`config.mk`:
```
export PLATFORM = sky130hd
export DESIGN_NAME = nes_audio_decim
export DESIGN_NICKNAME = d
export VERILOG_FILES = /design/src/rtl/nes_audio_decim.sv
export SDC_FILE = /design/constraint.sdc
export NUM_CORES = 1
export LEC_CHECK = 0
export BUFFER_PORTS_ARGS = -buffer_cell sky130_fd_sc_hd__clkbuf_2
export CORE_MARGIN = 2
export CORE_UTILIZATION = 45
export CTS_BUF_LIST = sky130_fd_sc_hd__clkbuf_8
export DETAILED_ROUTE_END_ITERATION = 10
export HOLD_SLACK_MARGIN = 0.15
export PLACE_DENSITY = 0.62
export RECOVER_POWER = 50
export SYNTH_ARGS = -nofsm -noshare
export SYNTH_HDL_FRONTEND = slang
export SYNTH_SLANG_ARGS = --single-unit
export TNS_END_PERCENT = 100
```
`constraint.sdc`:
```
create_clock -name clk -period 4.7 [get_ports clk]
set_input_delay 0.47 -clock clk [delete_from_list [all_inputs] [get_ports clk]]
set_output_delay 0.47 -clock clk [all_outputs]
set_load 0.01 [all_outputs]
```
`src/rtl/nes_audio_decim.sv`:
```
// Decimating averager for the NES APU mixer output. Each CLK_DIV-cycle window
// is averaged, the average is scaled by a 4-bit volume, and one sample is emitted per window.
module nes_audio_decim #(
  parameter int CLK_DIV = 448
) (
  input  logic        clk,
  input  logic        resetn,
  input  logic [15:0] sample_in,
  input  logic        sample_valid,
  input  logic [3:0]  volume,
  input  logic        mute,
  output logic [15:0] sample_out,
  output logic        sample_strobe,
  output logic        busy
);

  localparam int CNT_W  = $clog2(CLK_DIV + 1);
  localparam int ACC_W  = 16 + CNT_W;
  localparam int WCNT_W = $clog2(CLK_DIV);
  localparam int BCNT_W = $clog2(ACC_W);

  // The divider needs far fewer cycles than a window, so a close can only ever
  // happen while the FSM is idle.
  if (CLK_DIV < 64 || CLK_DIV > 4095) begin : g_clk_div_range
    $error("nes_audio_decim: CLK_DIV must be within 64..4095");
  end

  typedef enum logic [1:0] {
    S_IDLE  = 2'd0,
    S_DIV   = 2'd1,
    S_SCALE = 2'd2
  } state_e;

  state_e state, state_nxt;

  logic [1:0]        rst_sync;
  logic              run;
  logic [WCNT_W-1:0] wcnt;
  logic              close;
  logic [ACC_W-1:0]  acc, acc_next;
  logic [CNT_W-1:0]  vcnt, vcnt_next;

  logic [ACC_W-1:0]  quo;
  logic [CNT_W-1:0]  dvs;
  logic [CNT_W-1:0]  rem;
  logic              zero_div;
  logic [BCNT_W-1:0] bcnt;
  logic [15:0]       q_hold;

  logic [CNT_W:0]    trial;
  logic              trial_ge;
  logic [CNT_W-1:0]  trial_rem;
  logic [15:0]       q_sel;
  logic [4:0]        vol_p1;
  logic [20:0]       prod;
  logic [15:0]       scaled;

  // Reset asserts asynchronously but leaves through two flops, so the first
  // counted edge is the one after rst_sync[1] rises.
  // NOTE: every clocked block uses non-blocking assignments so that all flops
  // sample their inputs from the same pre-edge values.
  always_ff @(posedge clk or negedge resetn) begin
    if (!resetn) rst_sync <= 2'b00;
    else         rst_sync <= {rst_sync[0], 1'b1};
  end

  assign run       = rst_sync[1];
  assign close     = run && (wcnt == WCNT_W'(CLK_DIV - 1));
  assign acc_next  = acc + (sample_valid ? ACC_W'(sample_in) : '0);
  assign vcnt_next = vcnt + CNT_W'(sample_valid);

  always_ff @(posedge clk or negedge resetn) begin
    if (!resetn) begin
      wcnt <= '0;
      acc  <= '0;
      vcnt <= '0;
    end else if (!run) begin
      wcnt <= '0;
      acc  <= '0;
      vcnt <= '0;
    end else if (close) begin
      wcnt <= '0;
      acc  <= '0;
      vcnt <= '0;
    end else begin
      wcnt <= wcnt + WCNT_W'(1);
      acc  <= acc_next;
      vcnt <= vcnt_next;
    end
  end

  // Restoring division: the dividend shifts out of the top of quo while the
  // quotient bits shift in at the bottom.
  assign trial     = {rem, quo[ACC_W-1]};
  assign trial_ge  = trial >= {1'b0, dvs};
  assign trial_rem = trial_ge ? CNT_W'(trial - {1'b0, dvs}) : trial[CNT_W-1:0];

  assign q_sel  = zero_div ? q_hold : quo[15:0];
  assign vol_p1 = {1'b0, volume} + 5'd1;
  assign prod   = 21'(q_sel) * 21'(vol_p1);
  assign scaled = mute ? 16'h0000 : 16'(prod >> 4);

  always_ff @(posedge clk or negedge resetn) begin
    if (!resetn) begin
      state <= S_IDLE;
    end else if (!run) begin
      state <= S_IDLE;
    end else begin
      state <= state_nxt;
    end
  end

  // NOTE: the next-state logic assigns its default first, so no path through
  // the case statement leaves state_nxt unassigned and no latch is inferred.
  always_comb begin
    state_nxt = state;
    case (state)
      S_IDLE:  if (close) state_nxt = S_DIV;
      S_DIV:   if (bcnt == BCNT_W'(ACC_W - 1)) state_nxt = S_SCALE;
      S_SCALE: state_nxt = S_IDLE;
      default: state_nxt = S_IDLE;
    endcase
  end

  always_ff @(posedge clk or negedge resetn) begin
    if (!resetn) begin
      quo      <= '0;
      dvs      <= '0;
      rem      <= '0;
      zero_div <= 1'b0;
      bcnt     <= '0;
    end else if (!run) begin
      quo      <= '0;
      dvs      <= '0;
      rem      <= '0;
      zero_div <= 1'b0;
      bcnt     <= '0;
    end else if (close) begin
      quo      <= acc_next;
      dvs      <= vcnt_next;
      rem      <= '0;
      zero_div <= (vcnt_next == '0);
      bcnt     <= '0;
    end else if (state == S_DIV) begin
      quo  <= {quo[ACC_W-2:0], trial_ge};
      rem  <= trial_rem;
      bcnt <= bcnt + BCNT_W'(1);
    end
  end

  // An empty window divides by zero; its result is discarded in favour of the
  // last real quotient, which keeps the output latency fixed.
  always_ff @(posedge clk or negedge resetn) begin
    if (!resetn) begin
      q_hold        <= '0;
      sample_out    <= '0;
      sample_strobe <= 1'b0;
    end else if (!run) begin
      q_hold        <= '0;
      sample_out    <= '0;
      sample_strobe <= 1'b0;
    end else begin
      sample_strobe <= (state == S_SCALE);
      if (state == S_SCALE) begin
        q_hold     <= q_sel;
        sample_out <= scaled;
      end
    end
  end

  assign busy = (state != S_IDLE);

endmodule

```
==> qor.csv, run 1 <==
metric,value,unit
YS warnings,0,
sequential area share after synthesis,35.6,%
WHS,0.354,ns
fraction of registers with async set/reset,100,%
P per Cell Area,235,mW/mm2
Critical Path End Type,flip-flop,
CTS Buf Count,17,
Fin Setup TNS,0,ns
Final Skew,0.0142,ns
final setup fails,0,
Clock transition at path regs,0.09,ns
hold endpoint,rst_sync[1],
Hold Path Depth,0,
reg2reg setup slack,0.20,ns
CTS tree,built,
CTS H-Tree Depth,4,
largest net degree at the start of global routing,88,
first-pass GRT wire length,33200,um
final count of pins violating max slew,88,
outcome,"finished, violations left",
critical path startpoint,zero_div,
Final ANT Viol Nets,0,
worst-margin pin slew,2.18,ns
violated checks,"capacitance limit, slew limit",
Total GRT Usage,18.9,%
relative slew slack,-45.5,%
Worst-Skew Late Latency,0.45,ns
Overflow after GRT,0,
nets,1205,
Worst R2R Path Depth,17,
Pre-antenna DRT Iters,5,
Area contributors post-synth,"dfrtp_1 36%, fa_1 9.3%, ha_1 7.9%",
prevailing post-synth register cell,dfrtp_1,
Starting Density,46.3,%
Sink Count,129,
total power,2.46,mW
hold path startpoint,rst_sync[0],
crit path DAT,4.84,ns
min Tclk post-route,4.50,ns
GP Congestion,0.832,
total nets after synthesis,1131,
Die Span Y,146,um
Die Wd,146,um
Core ar.,0.0196,mm2
Syn Area/Cell,9.00,um2
worst hold path class,reg -> reg,
die area,0.0213,mm2
Final Cycle Share,95.7,%
Max rail drop VDD,176,uV
dpl hpwl,13900,um
crit start category,flip-flop,
port bufs,41,
"slowest stage cell, crit path",fa_1,
share of the synthesized area in the top cell type,35.6,%
routed vias/inst,5.15,
root buf cell,clkbuf_8,
Bufs on Longest Clock Path,2,
final hold viol count,0,
worst r2r dst,sample_out[14],
most frequent cell after synthesis,dfrtp_1,
fraction of layout cells with a size suffix above 1,15.2,%
Synth top cells by count,"129 x dfrtp_1, 117 x nor2_1, 109 x nand2_1",
CP max FO,5,
Leakage,4.98,nW
Avg WL per Cell,14.3,um
number of global-route vias before repair,6896,
Fmax,222,MHz
Synth area leader,dfrtp_1,
"flops & latches, synth",129,
initial antenna violation count,0,
WP data required,5.04,ns
Ports,42,
number of synthesized flops with an enable pin,0,
# DRC,0,
Vias,7005,
Synth cell types,56,
reg2reg start,zero_div,
crit path kind,reg -> reg,
Critical Path Max Stage Delay,0.54,ns
site row count,51,
Mapped Area,0.00907,mm2
max-cap violation count,1,
routed wire length,19500,um
Crit path top cell by count,fa_1,
antenna diode count,0,
Starting DRT DRC Count,373,
Area Growth Syn to Fin,15.6,%
fill cell count,1838,
Post-Syn Instances,1008,
cell breakdown of the critical path,buf_12 > mux2i_4 > buf_6 > nor2_1 > fa_1 > fa_1 > inv_1 > fa_1 > inv_1 > ha_4 > or2_2 > a31o_2 > o31ai_4 > o211a_1 > o21bai_1 > xor2_1 > a22o_1,
-- power by group --
part / leakage [nW] / internal (mW) / switching [mW] / total [mW]
clock network: 0.210 / 0.554 / 0.486 / 1.04
registers: 1.78 / 1.13 / 0.0119 / 1.15
logic: 2.99 / 0.0964 / 0.180 / 0.276
-- registers in the layout, summed over array words and instances, names as in the netlist, 5 cells and up --
signal and flops:
rem 9, quo 25, sample_out 16, vcnt 9, wcnt 9, dvs 9, q_hold 16, bcnt 5
acc 25
-- through the flow --
| step | setup WS [ns] | instances | area (um2) | util [%] |
|---|---|---|---|---|
| floorplan | 0.00581 | 1008 | 9080 | - |
| global placement | -0.00812 | 1318 | 9810 | 50.1 |
| detailed placement | -0.0715 | 1318 | 9810 | 50.1 |
| CTS | 0.0598 | 1350 | 10200 | 52.3 |
| global route | -0.0222 | 1359 | 10500 | 53.5 |
| finish | 0.201 | 1359 | 10500 | 53.5 |
-- cell usage in the layout (no fill, tap or decap), drive strengths merged, types with 26 or more instances in the layout --
cell | Yosys | final
inv | 79 | 83
nor2 | 117 | 117
ha | 57 | 57
dfrtp | 129 | 129
clkbuf | 30 | 65
nand3 | 41 | 41
fa | 42 | 42
or2 | 26 | 26
nand2 | 109 | 109
a21oi | 59 | 59
xnor2 | 30 | 30
o21ai | 41 | 41
xor2 | 32 | 32
buf | 11 | 49
-- metal layers --
metal / global-route usage (%) / vias up / part of all wire (%)
met1: 27.3 / 3331 / 50
li1: - / 3546 / -
met5: 0 / - / 0
met2: 29.5 / 114 / 45
met4: 4.75 / 0 / 0.84
met3: 3.39 / 14 / 3.5
-- critical path, delay by kind of cell (launching register included) --
family                     cells  cell delay, ns
xor gates and xnor gates       1            0.16
adders and majority gates      4            1.82
muxes                          1            0.27
buffers and inverters          4            0.42
DFF                            1            0.48
and+or+nand+nor                2            0.33
AOI/OAI and AO/OA              5            0.89
-- cell type report --
class                           instances  area (um2)  area share [%]
Clock inverter                         12         158            1.50
Clock buffer                           19         262            2.49
Tap cell                              265         332            3.16
Inverter                               79         297            2.83
Multi-Input combinational cell        759        5560            53.0
Timing Repair Buffer                   96         647            6.17
Sequential cell                       129        3230            30.8
-- what timing repair did --
item,4_1_cts,5_1_grt
setup buffers,0,8
hold buffers,1,0
resized for setup,0,35
hold endpoints to repair,86,0
setup endpoints to repair,0,9
-- kinds of logic after synthesis --
kind of cell | Yosys count | share of synthesized area (%)
multiplexers | 22 | 2.51
XOR/XNOR | 62 | 5.99
buffers and inverters | 120 | 5.16
AND/OR/NAND/NOR | 389 | 20.3
AO/OA/AOI/OAI | 186 | 13.3
other | 1 | 0.0414
adder cells (fa/ha/maj) | 99 | 17.1
flip-flops | 129 | 35.6
-- how the worst max path moves through the flow --
| stage | end | slack [ns] | depth (start not counted) |
|---|---|---|---|
| 2_1_floorplan | sample_out[14] | 0.006 | 17 |
| 3_3_place_gp | sample_out[14] | -0.008 | 17 |
| 3_5_place_dp | sample_out[14] | -0.07 | 17 |
| 4_1_cts | sample_out[14] | 0.06 | 17 |
| 5_1_grt | sample_out[14] | -0.02 | 17 |
| 6_report | sample_out[14] | 0.20 | 17 |
Note: power is estimated with default switching activity, not from simulation.
==> run 2, diff against run 1 <==
- BUFFER_PORTS_ARGS: -buffer_cell sky130_fd_sc_hd__clkbuf_2 -> default
- CORE_UTILIZATION: 45 -> 55
- DONT_BUFFER_PORTS: default -> 1
- PLACE_DENSITY: 0.62 -> 0.71
- clock period: 4.7 -> 4 ns (I/O delays scaled with it)
==> qor.csv, run 2 (synthesis results as in run 1) <==
metric,value,unit,change
min Tclk post-route,4.33,ns,-0.170 ns
Total GRT Usage,24.0,%,+5.1 points
Die Wd,132,um,-9.3%
most frequent cells in the layout,"128 x dfrtp_1, 108 x nand2_1, 104 x nor2_1",,
largest registers,"acc: 25 flops, quo: 25 flops",,
CTS tree,built,,
die area,0.0175,mm2,-18%
first-pass GRT wire length,34400,um,+3.6%
port bufs,0,,-100%
final hold viol count,0,,unchanged
Final ANT Viol Nets,0,,unchanged
# DRC,0,,unchanged
Overflow after GRT,0,,unchanged
WP data required,4.34,ns,-0.70 ns
Int Pwr,1.93,mW,+8.0%
root buf cell,clkbuf_8,,
Final Cycle Share,108,%,+13 points
setup repair after global routing missed its margin,yes,,
WHS,0.314,ns,-0.0397 ns
Fmax,231,MHz,+3.9%
worst-margin pin slew,2.85,ns,+0.672 ns
Starting DRT DRC Count,427,,+14%
Sink Count,129,,unchanged
Starting Density,56.7,%,+10 points
worst hold path class,in -> reg,,
Critical Path Max Stage Delay,0.54,ns,about the same
nets,1204,,-0.083%
initial antenna violation count,0,,unchanged
Comb power frac,11.8,%,+0.6 points
area of the multi-input gates,0.00579,mm2,+4.1%
Avg WL per Cell,15.4,um,+7.0%
switching part of the total power,28.5,%,+1.0 points
Net Sw Power,770,uW,+14%
routed wire length,20100,um,+3.2%
Leakage,5.05,nW,+1.4%
Critical Path End Type,flip-flop,,
"Cell Area, Placed",0.00996,mm2,+1.5%
final setup fails,13,,+13
CTS Buf Count,17,,unchanged
site row count,46,,-9.8%
number of global-route vias before repair,7143,,+3.6%
Vias,7170,,+2.4%
fraction of layout cells with a size suffix above 1,20.5,%,+5.3 points
largest net degree at the start of global routing,130,,+48%
dpl hpwl,14200,um,+2.1%
violated checks,"capacitance limit, slew limit, setup timing",,
worst path buffer plus inverter count,4,,unchanged
"most common cell after layout, fill and taps aside",dfrtp_1,,
Pre-antenna DRT Iters,5,,unchanged
crit start category,flip-flop,,
fill cell count,1279,,-30%
Die Span Y,132,um,-9.3%
Ports,42,,unchanged
CP max FO,6,,+1
design area,0.0107,mm2,+2.1%
outcome,"finished, violations left",,
relative slew slack,-90.3,%,-45 points
Area Growth Syn to Fin,18.1,%,
cell breakdown of the critical path,clkbuf_16 > mux2i_4 > buf_6 > nor2_2 > fa_2 > fa_1 > inv_1 > fa_1 > inv_1 > ha_4 > or2_4 > a31o_4 > o31ai_4 > o211a_1 > o21bai_1 > xor2_1 > a22o_1,,
antenna diode count,0,,unchanged
Clk pwr share,38.3,%,-3.9 points
crit path kind,reg -> reg,,
crit path DAT,4.67,ns,-0.17 ns
Seq pwr share,49.9,%,+3.4 points
max-cap violation count,1,,unchanged
GP Congestion,0.854,,+2.7%
Worst-Skew Late Latency,0.46,ns,about the same
CTS H-Tree Depth,4,,unchanged
routed vias/inst,5.47,,+6.2%
P per Cell Area,252,mW/mm2,+7.2%
Reg area,0.00323,mm2,unchanged
critical path's top delay family,adder cells,,
Clock transition at path regs,0.07,ns,-0.02 ns
Bufs on Longest Clock Path,2,,unchanged
Final Skew,0.0121,ns,-0.00216 ns
"Worst Setup Slack, final",-0.329,ns,-0.530 ns
"slowest stage cell, crit path",fa_1,,
Max rail drop VDD,281,uV,+60%
final count of pins violating max slew,130,,+48%
Core ar.,0.0160,mm2,-18%
==> run 2: final cells by class <==
type,instances,area share (%)
clock buffer,17,2.18
sequential,129,30.2
inverter,79,2.77
tap,216,2.52
clock inverter,15,1.13
multi-input combinational,759,54.0
timing repair buffer,95,7.19
==> run 2: worst paths after layout <==
| check | start | endpoint | slack [ns] | cells past startpoint |
|---|---|---|---|---|
| worst max-delay path | zero_div | sample_out[14] | -0.33 | 17 |
| worst min-delay path | sample_valid | vcnt[0] | 0.31 | 2 |
| worst max register to register | zero_div | sample_out[14] | -0.33 | 17 |
| worst min register to register | rst_sync[0] | rst_sync[1] | 0.36 | 0 |
| max in group asynchronous | resetn | zero_div | 0.67 | 2 |
| min in group asynchronous | resetn | sample_out[9] | 1.42 | 2 |
==> run 2: stage by stage <==
step	utilization [%]	cells	power, mW	worst slack (ns)	TNS (ns)
floorplan	-	1008	1.59	-0.228	-1.08
global placement	62.2	1261	1.65	-0.440	-4.27
detailed placement	62.2	1261	1.66	-0.520	-5.46
CTS	65.5	1303	2.73	-0.398	-3.99
global route	66.9	1310	2.81	-0.521	-4.84
finish	66.9	1310	2.70	-0.329	-2.46
==> run 2: per-layer routing <==
layer | routed length, um | GRT usage (%) | vias to the layer above
met1 | 9660 | 33.8 | 3502
met2 | 9540 | 38.2 | 101
met4 | 331 | 7.11 | 0
met5 | 0 | 0 | -
li1 | - | - | 3538
met3 | 582 | 4.38 | 29
==> run 2: what timing repair did <==
item / 4_1_cts / 5_1_grt
buffers inserted: 7 / 8
hold endpoints to repair: 129 / 0
pin swaps: 16 / 30
setup endpoints to repair: 14 / 14
gates resized for setup: 15 / 47
hold buffers: 2 / 0
cloned: 1 / 0
==> run 2: power groups by stage <==
stage	Clock, mW	Sequential, mW	Combinational [mW]
2_1_floorplan	0	1.37	0.218
3_3_place_gp	0	1.37	0.282
3_5_place_dp	0	1.37	0.286
4_1_cts	1.06	1.35	0.320
5_1_grt	1.11	1.35	0.354
6_report	1.03	1.35	0.318
==> run 2: worst register-to-register path: cells and delay by family, from the launching register on <==
kind | cells | cell delay (ns)
DFF | 1 | 0.46
AOI/OAI and AO/OA | 5 | 0.88
buffers and inverters | 4 | 0.44
muxes | 1 | 0.22
adders and majority gates | 4 | 1.74
and+or+nand+nor | 2 | 0.34
xor gates and xnor gates | 1 | 0.16
